`src/rtl/cmd_encoder_pkg.sv`:
```
// Shared constants and types for the calculator command frame.
// The receive-side decoder imports the same package, so field positions live here only.
package cmd_pkg;

   localparam logic [7:0] SYNC_BYTE = 8'hA5;
   localparam int         FRAME_LEN = 8;

   localparam logic [2:0] IDX_SYNC    = 3'd0;
   localparam logic [2:0] IDX_OPER    = 3'd1;
   localparam logic [2:0] IDX_DTYPE   = 3'd2;
   localparam logic [2:0] IDX_SRC1_HI = 3'd3;
   localparam logic [2:0] IDX_SRC1_LO = 3'd4;
   localparam logic [2:0] IDX_SRC2_HI = 3'd5;
   localparam logic [2:0] IDX_SRC2_LO = 3'd6;
   localparam logic [2:0] IDX_CSUM    = 3'd7;

   typedef enum logic [1:0] {
      IDLE = 2'd0,
      SEND = 2'd1,
      DONE = 2'd2
   } state_t;

   typedef logic [FRAME_LEN-1:0][7:0] frame_t;

   // Checksum covers the payload bytes only; the sync byte is left out.
   function automatic frame_t build_frame(
      input logic [7:0]  sync,
      input logic [3:0]  dtype,
      input logic [4:0]  oper,
      input logic [15:0] src1,
      input logic [15:0] src2
   );
      frame_t f;
      f              = '0;
      f[IDX_SYNC]    = sync;
      f[IDX_OPER]    = {3'b000, oper};
      f[IDX_DTYPE]   = {4'h0, dtype};
      f[IDX_SRC1_HI] = src1[15:8];
      f[IDX_SRC1_LO] = src1[7:0];
      f[IDX_SRC2_HI] = src2[15:8];
      f[IDX_SRC2_LO] = src2[7:0];
      f[IDX_CSUM]    = f[IDX_OPER] ^ f[IDX_DTYPE] ^ f[IDX_SRC1_HI] ^
                       f[IDX_SRC1_LO] ^ f[IDX_SRC2_HI] ^ f[IDX_SRC2_LO];
      return f;
   endfunction

endpackage

```
`src/rtl/cmd_encoder_if.sv`:
```
// Command handshake plus byte stream toward the UART transmitter.
// master = command source / byte sink, slave = the encoder.
interface cmd_encoder_if;

   logic        cmd_valid;
   logic        cmd_ready;
   logic [3:0]  dtype;
   logic [4:0]  operator;
   logic [15:0] src1;
   logic [15:0] src2;
   logic [7:0]  tx_data;
   logic        uout_valid;
   logic        tx_ready;

   modport master (
      output cmd_valid, dtype, operator, src1, src2, tx_ready,
      input  cmd_ready, tx_data, uout_valid
   );

   modport slave (
      input  cmd_valid, dtype, operator, src1, src2, tx_ready,
      output cmd_ready, tx_data, uout_valid
   );

endinterface

```
`src/rtl/cmd_encoder.sv`:
```
// Serializes one calculator command into an 8-byte checksummed frame.
// Single FSM; all outputs come straight from registers.
module cmd_encoder
   import cmd_pkg::*;
#(
   parameter logic [7:0] SYNC_BYTE = cmd_pkg::SYNC_BYTE,
   parameter int         FRAME_LEN = cmd_pkg::FRAME_LEN
) (
   input  logic        clk,
   input  logic        n_rst,
   cmd_encoder_if.slave bus,
   output logic        frame_done,
   output logic [7:0]  frame_cnt
);

   localparam logic [2:0] LAST_IDX = 3'(FRAME_LEN - 1);

   state_t                     state_reg;
   logic [2:0]                 idx_reg;
   logic [FRAME_LEN-1:0][7:0]  frame_reg;
   logic [FRAME_LEN-1:0][7:0]  frame_next;
   logic [7:0]                 tx_data_reg;
   logic                       uout_valid_reg;
   logic                       cmd_ready_reg;
   logic                       frame_done_reg;
   logic [7:0]                 frame_cnt_reg;

   assign frame_next = build_frame(SYNC_BYTE, bus.dtype, bus.operator, bus.src1, bus.src2);

   always_ff @(posedge clk or negedge n_rst) begin
      if (!n_rst) begin
         state_reg      <= IDLE;
         idx_reg        <= '0;
         frame_reg      <= '0;
         tx_data_reg    <= '0;
         uout_valid_reg <= 1'b0;
         cmd_ready_reg  <= 1'b0;
         frame_done_reg <= 1'b0;
         frame_cnt_reg  <= '0;
      end else begin
         case (state_reg)
            IDLE: begin
               frame_done_reg <= 1'b0;
               if (bus.cmd_valid && cmd_ready_reg) begin
                  // Snapshot the whole frame so later input changes cannot leak in.
                  frame_reg      <= frame_next;
                  idx_reg        <= '0;
                  tx_data_reg    <= SYNC_BYTE;
                  uout_valid_reg <= 1'b1;
                  cmd_ready_reg  <= 1'b0;
                  state_reg      <= SEND;
               end else begin
                  cmd_ready_reg  <= 1'b1;
               end
            end
            SEND: begin
               if (bus.tx_ready) begin
                  if (idx_reg == LAST_IDX) begin
                     uout_valid_reg <= 1'b0;
                     frame_done_reg <= 1'b1;
                     frame_cnt_reg  <= frame_cnt_reg + 8'd1;
                     state_reg      <= DONE;
                  end else begin
                     idx_reg        <= idx_reg + 3'd1;
                     tx_data_reg    <= frame_reg[idx_reg + 3'd1];
                  end
               end
            end
            DONE: begin
               frame_done_reg <= 1'b0;
               cmd_ready_reg  <= 1'b1;
               state_reg      <= IDLE;
            end
            default: begin
               state_reg <= IDLE;
            end
         endcase
      end
   end

   assign bus.cmd_ready  = cmd_ready_reg;
   assign bus.tx_data    = tx_data_reg;
   assign bus.uout_valid = uout_valid_reg;
   assign frame_done     = frame_done_reg;
   assign frame_cnt      = frame_cnt_reg;

endmodule
```
`src/flat_wrapper.sv`:
```
// flat-port wrapper written by rule: the top's interface ports become plain ports
module cmd_encoder_flat import cmd_pkg::*;
#(
   parameter logic [7:0] SYNC_BYTE = cmd_pkg::SYNC_BYTE,
   parameter int         FRAME_LEN = cmd_pkg::FRAME_LEN
)
  (clk, n_rst, frame_done, frame_cnt, bus_cmd_valid, bus_dtype, bus_operator, bus_src1, bus_src2, bus_tx_ready, bus_cmd_ready, bus_tx_data, bus_uout_valid);
  cmd_encoder_if bus_i ();
  input  logic clk;
  input  logic n_rst;
  output logic frame_done;
  output logic [7:0] frame_cnt;
  input wire logic [$bits(bus_i.cmd_valid)-1:0] bus_cmd_valid;
  input wire logic [$bits(bus_i.dtype)-1:0] bus_dtype;
  input wire logic [$bits(bus_i.operator)-1:0] bus_operator;
  input wire logic [$bits(bus_i.src1)-1:0] bus_src1;
  input wire logic [$bits(bus_i.src2)-1:0] bus_src2;
  input wire logic [$bits(bus_i.tx_ready)-1:0] bus_tx_ready;
  output wire logic [$bits(bus_i.cmd_ready)-1:0] bus_cmd_ready;
  output wire logic [$bits(bus_i.tx_data)-1:0] bus_tx_data;
  output wire logic [$bits(bus_i.uout_valid)-1:0] bus_uout_valid;
  assign bus_i.cmd_valid = bus_cmd_valid;
  assign bus_i.dtype = bus_dtype;
  assign bus_i.operator = bus_operator;
  assign bus_i.src1 = bus_src1;
  assign bus_i.src2 = bus_src2;
  assign bus_i.tx_ready = bus_tx_ready;
  assign bus_cmd_ready = bus_i.cmd_ready;
  assign bus_tx_data = bus_i.tx_data;
  assign bus_uout_valid = bus_i.uout_valid;
  cmd_encoder #(.SYNC_BYTE(SYNC_BYTE), .FRAME_LEN(FRAME_LEN)) u_core (.clk(clk), .n_rst(n_rst), .bus(bus_i), .frame_done(frame_done), .frame_cnt(frame_cnt));
endmodule
```
`config.mk`:
```
export PLATFORM = sky130hd
export DESIGN_NAME = cmd_encoder_flat
export DESIGN_NICKNAME = d
export VERILOG_FILES = /design/src/rtl/cmd_encoder_pkg.sv /design/src/rtl/cmd_encoder_if.sv /design/src/rtl/cmd_encoder.sv /design/src/flat_wrapper.sv
export SDC_FILE = /design/constraint.sdc
export NUM_CORES = 1
export LEC_CHECK = 0
export CELL_PAD_IN_SITES_DETAIL_PLACEMENT = 1
export CELL_PAD_IN_SITES_GLOBAL_PLACEMENT = 2
export CORE_MARGIN = 4
export CORE_UTILIZATION = 32
export DETAILED_ROUTE_END_ITERATION = 10
export PLACE_DENSITY_LB_ADDON = 0.1
export SKIP_LAST_GASP = 1
export SLEW_MARGIN = 30
export SYNTH_ARGS = -nofsm -noshare
export SYNTH_HDL_FRONTEND = slang
export SYNTH_SLANG_ARGS = --single-unit
```
`constraint.sdc`:
```
create_clock -name clk -period 2.2 [get_ports clk]
set_input_delay 0.22 -clock clk [delete_from_list [all_inputs] [get_ports clk]]
set_output_delay 0.22 -clock clk [all_outputs]
set_load 0.005 [all_outputs]
```
==> results of run 1 <==
## cell type report
| type | count | area [sq um] | area share, % |
|---|---|---|---|
| sequential | 74 | 1850 | 40.8 |
| multi-input combinational | 270 | 1600 | 35.2 |
| timing repair buffer | 74 | 726 | 16.0 |
| tap | 140 | 175 | 3.86 |
| clock buffer | 14 | 173 | 3.80 |
| clock inverter | 2 | 10.0 | 0.221 |
| inverter | 2 | 7.51 | 0.165 |
## metal layers
metal / up-vias / routed length [um] / track usage [%]
met5: - / 0 / 0
met1: 1343 / 4230 / 19.8
met2: 43 / 3990 / 23.2
li1: 1323 / - / -
met4: 0 / 157 / 5.37
met3: 14 / 234 / 2.19
## through the flow
stage               instances  utilization [%]  hold slack, ns  setup slack (ns)
detailed placement        559             40.1           0.222             0.334
CTS                       576             41.9           0.390             0.317
global route              576             41.9           0.415             0.211
floorplan                 364                -         -0.0756             0.435
global placement          559             40.1           0.220             0.375
finish                    576             41.9           0.376             0.334
## cell usage after synthesis (all sizes together), types with 5 or more instances
| cell type | instances |
|---|---|
| o21ai | 13 |
| xnor2 | 38 |
| buf | 8 |
| dfrtp | 74 |
| clkbuf | 10 |
| a21oi | 13 |
| nor2 | 8 |
| mux2i | 5 |
| nand2 | 150 |
| mux4 | 8 |
| nand3 | 6 |
## worst max-delay path by stage
stage	from	end	slack (ns)	cells after the start
after floorplan	u_core.idx_reg[0]$_DFFE_PN0P_	u_core.bus.tx_data[1]$_DFFE_PN0P_	0.43	7
after global placement	u_core.idx_reg[0]$_DFFE_PN0P_	u_core.idx_reg[0]$_DFFE_PN0P_	0.37	6
after detailed placement	u_core.idx_reg[0]$_DFFE_PN0P_	u_core.idx_reg[0]$_DFFE_PN0P_	0.33	6
after CTS	u_core.idx_reg[0]$_DFFE_PN0P_	u_core.idx_reg[0]$_DFFE_PN0P_	0.32	6
after global routing	u_core.idx_reg[0]$_DFFE_PN0P_	u_core.idx_reg[0]$_DFFE_PN0P_	0.21	6
final	u_core.idx_reg[0]$_DFFE_PN0P_	u_core.idx_reg[0]$_DFFE_PN0P_	0.33	6
## worst max-delay path: stages, from the launching register on
cell,delay [ns]
dfrtp_1,0.38
ha_1,0.20
ha_1,0.23
and4bb_2,0.44
nor2_1,0.06
buf_4,0.17
mux2_2,0.26
## power by group
group          switching [mW]  internal (mW)  total [mW]  leakage (nW)
clock network           0.492          0.501       0.993        0.0965
registers               0.337           1.92        2.26         0.920
logic                    1.10           1.13        2.24          1.07
## cell families (layout without fill, tap and decap cells)
kind of cell	after synthesis	count (layout)	share of synthesized area, %
adders and majority gates	3	3	1.06
buffers and inverters	20	92	2.58
muxes	14	14	7.47
DFF	74	74	52.4
AOI/OAI and AO/OA	34	34	5.42
and+or+nand+nor	179	179	21.1
xor gates and xnor gates	40	40	9.92
## what timing repair did
item	CTS	global route
hold buffers	1	0
gates resized for setup	0	0
hold endpoints to repair	33	0
==> impl_metrics.csv, run 1 <==
group,metric,value,unit
finish,nets,479,
yosys,synthArstFlopShare,100,%
global_route,grt_pass1_vias,3008,
run,drv_cap,0,
finish,drive_gt1_share,8.26,%
clock_network,htreeDepth,3,
detailed_routing,viasPerCell,4.73,
critical_path,r2r_setup_slack,0.33,ns
clock_network,cts.path.max_buffers,2,
die,start_util,32.6,%
placement,postPlaceCellArea,4350,sq um
critical_path,setup.worst_path.start_class,"register",
sta,rsz0062_at_grt,"false",
sta,finalHoldViolations,0,
placement,gp_congestion,0.691,
global_route,grt.total_usage,14.5,%
finish,largest_reg_flops,50,
critical_path,critPathMaxFanout,11,
critical_path,required,2.42,ns
yosys,syn_avg_cell_area,9.71,sq um
detailed_routing,postRouteAntennaNets,0,
pwr,irDropWorstVdd,0.490,mV
detailed_routing,first_pass_iters,4,
clock_network,cts_tree,"built",
placement,dp_hpwl,6210,um
yosys,synth_area,3530,sq um
sta,period_share,84.8,%
finish,postLayoutCellArea,4540,sq um
sta,clock.fmax,0.536,GHz
finish,layout_commonest_cell,"nand2_1",
yosys,synthTopCellsByArea,"dfrtp_1, nand2_1, xnor2_1",
detailed_routing,drc_errors,0,
yosys,synth_top_area_share,52.4,%
placement,io_buffers,63,
critical_path,crit_arrival,2.09,ns
critical_path,reg2reg_to,"u_core.idx_reg[0]$_DFFE_PN0P_",
sta,fin_crit,1.87,ns
yosys,synth_largest_area_cell,"dfrtp_1",
sta,finalMaxSlewViolations,0,
pwr,p_leak,2.09,nW
sta,relSlewSlack,67.9,%
clock_network,cts.clk_slew.worst_paths,0.07,ns
global_route,antenna_found_initial,0,
yosys,seq_area_frac_synth,52.4,%
worst_hold_path,hp-class,"in2async",
yosys,syn_inst,364,
finish,antennaDiodeCount,0,
finish,mostFrequentLayoutCells,"nand2_1, dfrtp_1, clkdlybuf4s50_1",
critical_path,path_class,"reg2reg",
yosys,ys_types,31,
sta,finalSetupViolations,0,
critical_path,r2r_cells,6,
clock_network,clock_latency,0.34,ns
die,die-area,12800,sq um
die,ios,64,
critical_path,cp-end-kind,"register",
detailed_routing,routed_wl,8620,um
die,core-area,10800,sq um
clock_network,clock-root-buffer,"clkbuf_8",
yosys,ys.flop_type,"dfrtp_1",
yosys,synth_edf_count,0,
critical_path,r2r-start,"u_core.idx_reg[0]$_DFFE_PN0P_",
yosys,ys_warn_count,0,
sta,final.setup_skew,0.00690,ns
die,row_count,38,
finish,area_growth,28.4,%
global_route,overflow,0,
pwr,p_per_area,1210,nW/um^2
outcome,status,"complete, no violations",
yosys,synth_nets,412,
detailed_routing,drtIter0Drc,90,
global_route,grt_start_max_net_pins,42,
sta,worstMarginPinSlew,0.482,ns
finish,nFillCells,1261,
detailed_routing,via_count,2723,
die,die_w,113,um
clock_network,clock_sinks,74,
clock_network,post_cts_buffers,0,
yosys,synth-seq-cells,74,
detailed_routing,wl_per_cell,15.0,um
die,fp.dieH,113,um
pwr,fin_total_pwr,5.49,mW
sta,setup_tns,0,ns
global_route,grt_pass1_wl,14900,um
clock_network,numCtsBuffers,9,
No activity file was read; power rests on OpenSTA's default activity.
==> run 2: changes to the inputs <==
==> constraint.sdc (replaced) <==
create_clock -name clk -period 1.9 [get_ports clk]
set_input_delay 0.19 -clock clk [delete_from_list [all_inputs] [get_ports clk]]
set_output_delay 0.19 -clock clk [all_outputs]
set_load 0.005 [all_outputs]
==> run 2 against run 1 <==
Against the previous run: clock-buffer cell count fell by 2; power rose by 21%; flip-flop and latch count did not move; register-to-register slack got worse by 0.18 ns; setup slack got worse by 0.18 ns; sequential power rose by 15%; die area did not move; hold slack got worse by 0.030 ns; first-iteration DRC count rose by 10%; non-clock buffer count rose by 2; final area rose by 1.6%; largest power group is now combinational cells.
==> impl_metrics.csv, run 2 (synthesis results as in run 1) <==
group,metric,value,unit
critical_path,required,2.12,ns
finish,postLayoutCellArea,4610,sq um
run,drv_cap,0,
critical_path,setup.worst_path.start_class,"register",
sta,finalMaxSlewViolations,0,
detailed_routing,drtIter0Drc,99,
worst_hold_path,hp-class,"in2async",
die,die_w,113,um
detailed_routing,wl_per_cell,14.9,um
die,core-area,10800,sq um
sta,period_share,92.0,%
sta,finalHoldViolations,0,
global_route,grt.total_usage,14.6,%
sta,final.setup_skew,0.0101,ns
placement,gp_congestion,0.683,
global_route,grt_start_max_net_pins,56,
detailed_routing,viasPerCell,4.68,
finish,drive_gt1_share,8.47,%
finish,nFillCells,1231,
global_route,antenna_found_initial,0,
clock_network,cts.path.max_buffers,2,
placement,postPlaceCellArea,4400,sq um
pwr,p_leak,2.12,nW
finish,antennaDiodeCount,0,
finish,finalNonFillerCells,577,
critical_path,crit_arrival,1.97,ns
placement,dp_hpwl,6080,um
finish,fin_util,42.5,%
global_route,overflow,0,
critical_path,critPathMaxFanout,7,
critical_path,cp-startpoint,"u_core.idx_reg[0]$_DFFE_PN0P_",
finish,layout_commonest_cell,"nand2_1",
finish,nets,481,
clock_network,numCtsBuffers,9,
sta,relSlewSlack,68.3,%
pwr,irDropWorstVdd,0.503,mV
clock_network,clock_sinks,74,
global_route,grt_pass1_vias,3057,
placement,io_buffers,63,
clock_network,clock_latency,0.34,ns
detailed_routing,postRouteAntennaNets,0,
die,ios,64,
sta,rsz0062_at_grt,"false",
finish,area_growth,30.5,%
critical_path,r2r-start,"u_core.idx_reg[0]$_DFFE_PN0P_",
global_route,grt_pass1_wl,14900,um
pwr,fin_total_pwr,6.63,mW
finish,mostFrequentLayoutCells,"nand2_1, dfrtp_1, clkdlybuf4s50_1",
detailed_routing,via_count,2701,
sta,fin_crit,1.75,ns
die,start_util,32.6,%
outcome,status,"complete, no violations",
critical_path,cp-end-kind,"register",
detailed_routing,drc_errors,0,
detailed_routing,routed_wl,8570,um
sta,worstMarginPinSlew,0.476,ns
sta,finalSetupViolations,0,
die,fp.dieH,113,um
critical_path,path_class,"reg2reg",
finish,largest_reg_flops,50,
placement,dp_cells,561,
clock_network,clock-root-buffer,"clkbuf_8",
clock_network,cts_tree,"built",
sta,setup_tns,0,ns
clock_network,htreeDepth,3,
clock_network,cts.clk_slew.worst_paths,0.08,ns
clock_network,post_cts_buffers,0,
sta,clock.fmax,0.572,GHz
detailed_routing,first_pass_iters,4,
die,die-area,12800,sq um
die,row_count,38,
pwr,p_per_area,1440,nW/um^2
run 2: changes by cell type in the layout (fill, tap and decap cells not counted):
cell       delta
buf_12        +3
buf_4         -1
bufinv_16     +2
clkbuf_1      +1
clkbuf_8      -3
clkinv_2      -1
nor2_1        -1
nor2_2        +1
run 2: final timing paths:
kind                                                      to  slack (ns)  depth (start not counted)
setup / recovery           u_core.bus.tx_data[3]$_DFFE_PN0P_        0.15                          5
hold / removal               u_core.frame_cnt[3]$_DFFE_PN0P_        0.35                          2
setup reg to reg           u_core.bus.tx_data[3]$_DFFE_PN0P_        0.15                          5
hold reg to reg              u_core.frame_reg[0]$_DFFE_PN0P_        0.47                          1
max in group asynchronous   u_core.frame_reg[33]$_DFFE_PN0P_        0.97                          3
min in group clk            u_core.frame_reg[50]$_DFFE_PN0P_        0.42                          3
run 2: final cells by class:
cell class	count	area (sq um)	share of cell area, %
Clock buffer	12	135	2.93
Clock inverter	3	65.1	1.41
Inverter	2	7.51	0.163
Multi-Input combinational cell	270	1600	34.7
Sequential cell	74	1850	40.2
Tap cell	140	175	3.80
Timing Repair Buffer	76	778	16.9
run 2: report_power, final:
part           leakage (nW)  switching [mW]  internal (mW)
sequential            0.920           0.378           2.22
clock                 0.100           0.561          0.733
combinational          1.10            1.33           1.41
run 2: critical path, stage by stage (launching register included):
cell and delay [ns]:
dfrtp_1 0.41, ha_1 0.47, buf_4 0.23, mux2i_1 0.18, o21ai_0 0.08, a32o_1 0.25
run 2: timing repair:
item                                    in CTS  in global routing
endpoints found under the setup margin       5                  0
hold buffers                                 1                  0
gates resized for setup                      1                  0
endpoints found under the hold margin       33                  0
run 2: through the flow:
| stage | hold slack [ns] | worst slack, ns |
|---|---|---|
| floorplan | -0.106 | 0.135 |
| global placement | 0.183 | 0.0231 |
| detailed placement | 0.186 | -0.0179 |
| CTS | 0.349 | 0.118 |
| global route | 0.391 | 0.0227 |
| finish | 0.346 | 0.153 |
run 2: per-layer routing:
metal  vias up  global-route usage [%]  part of all wire, %  wire [um]
met4         0                    3.85                 0.64         55
met2        46                    23.9                   48       4130
met3         4                    3.69                  3.3        281
met1      1321                    19.4                   48       4110
li1       1330                       -                    -          -
met5         -                       0                    0          0
==> run 3: changes to the inputs <==
--- a/config.mk
+++ b/config.mk
@@ -11,7 +11,6 @@
 export CORE_UTILIZATION = 32
 export DETAILED_ROUTE_END_ITERATION = 10
 export PLACE_DENSITY_LB_ADDON = 0.1
-export SKIP_LAST_GASP = 1
 export SLEW_MARGIN = 30
 export SYNTH_ARGS = -nofsm -noshare
 export SYNTH_HDL_FRONTEND = slang
==> results of run 3 <==
Same layout as run 2: the final DEF is identical, and so are final timing and power.
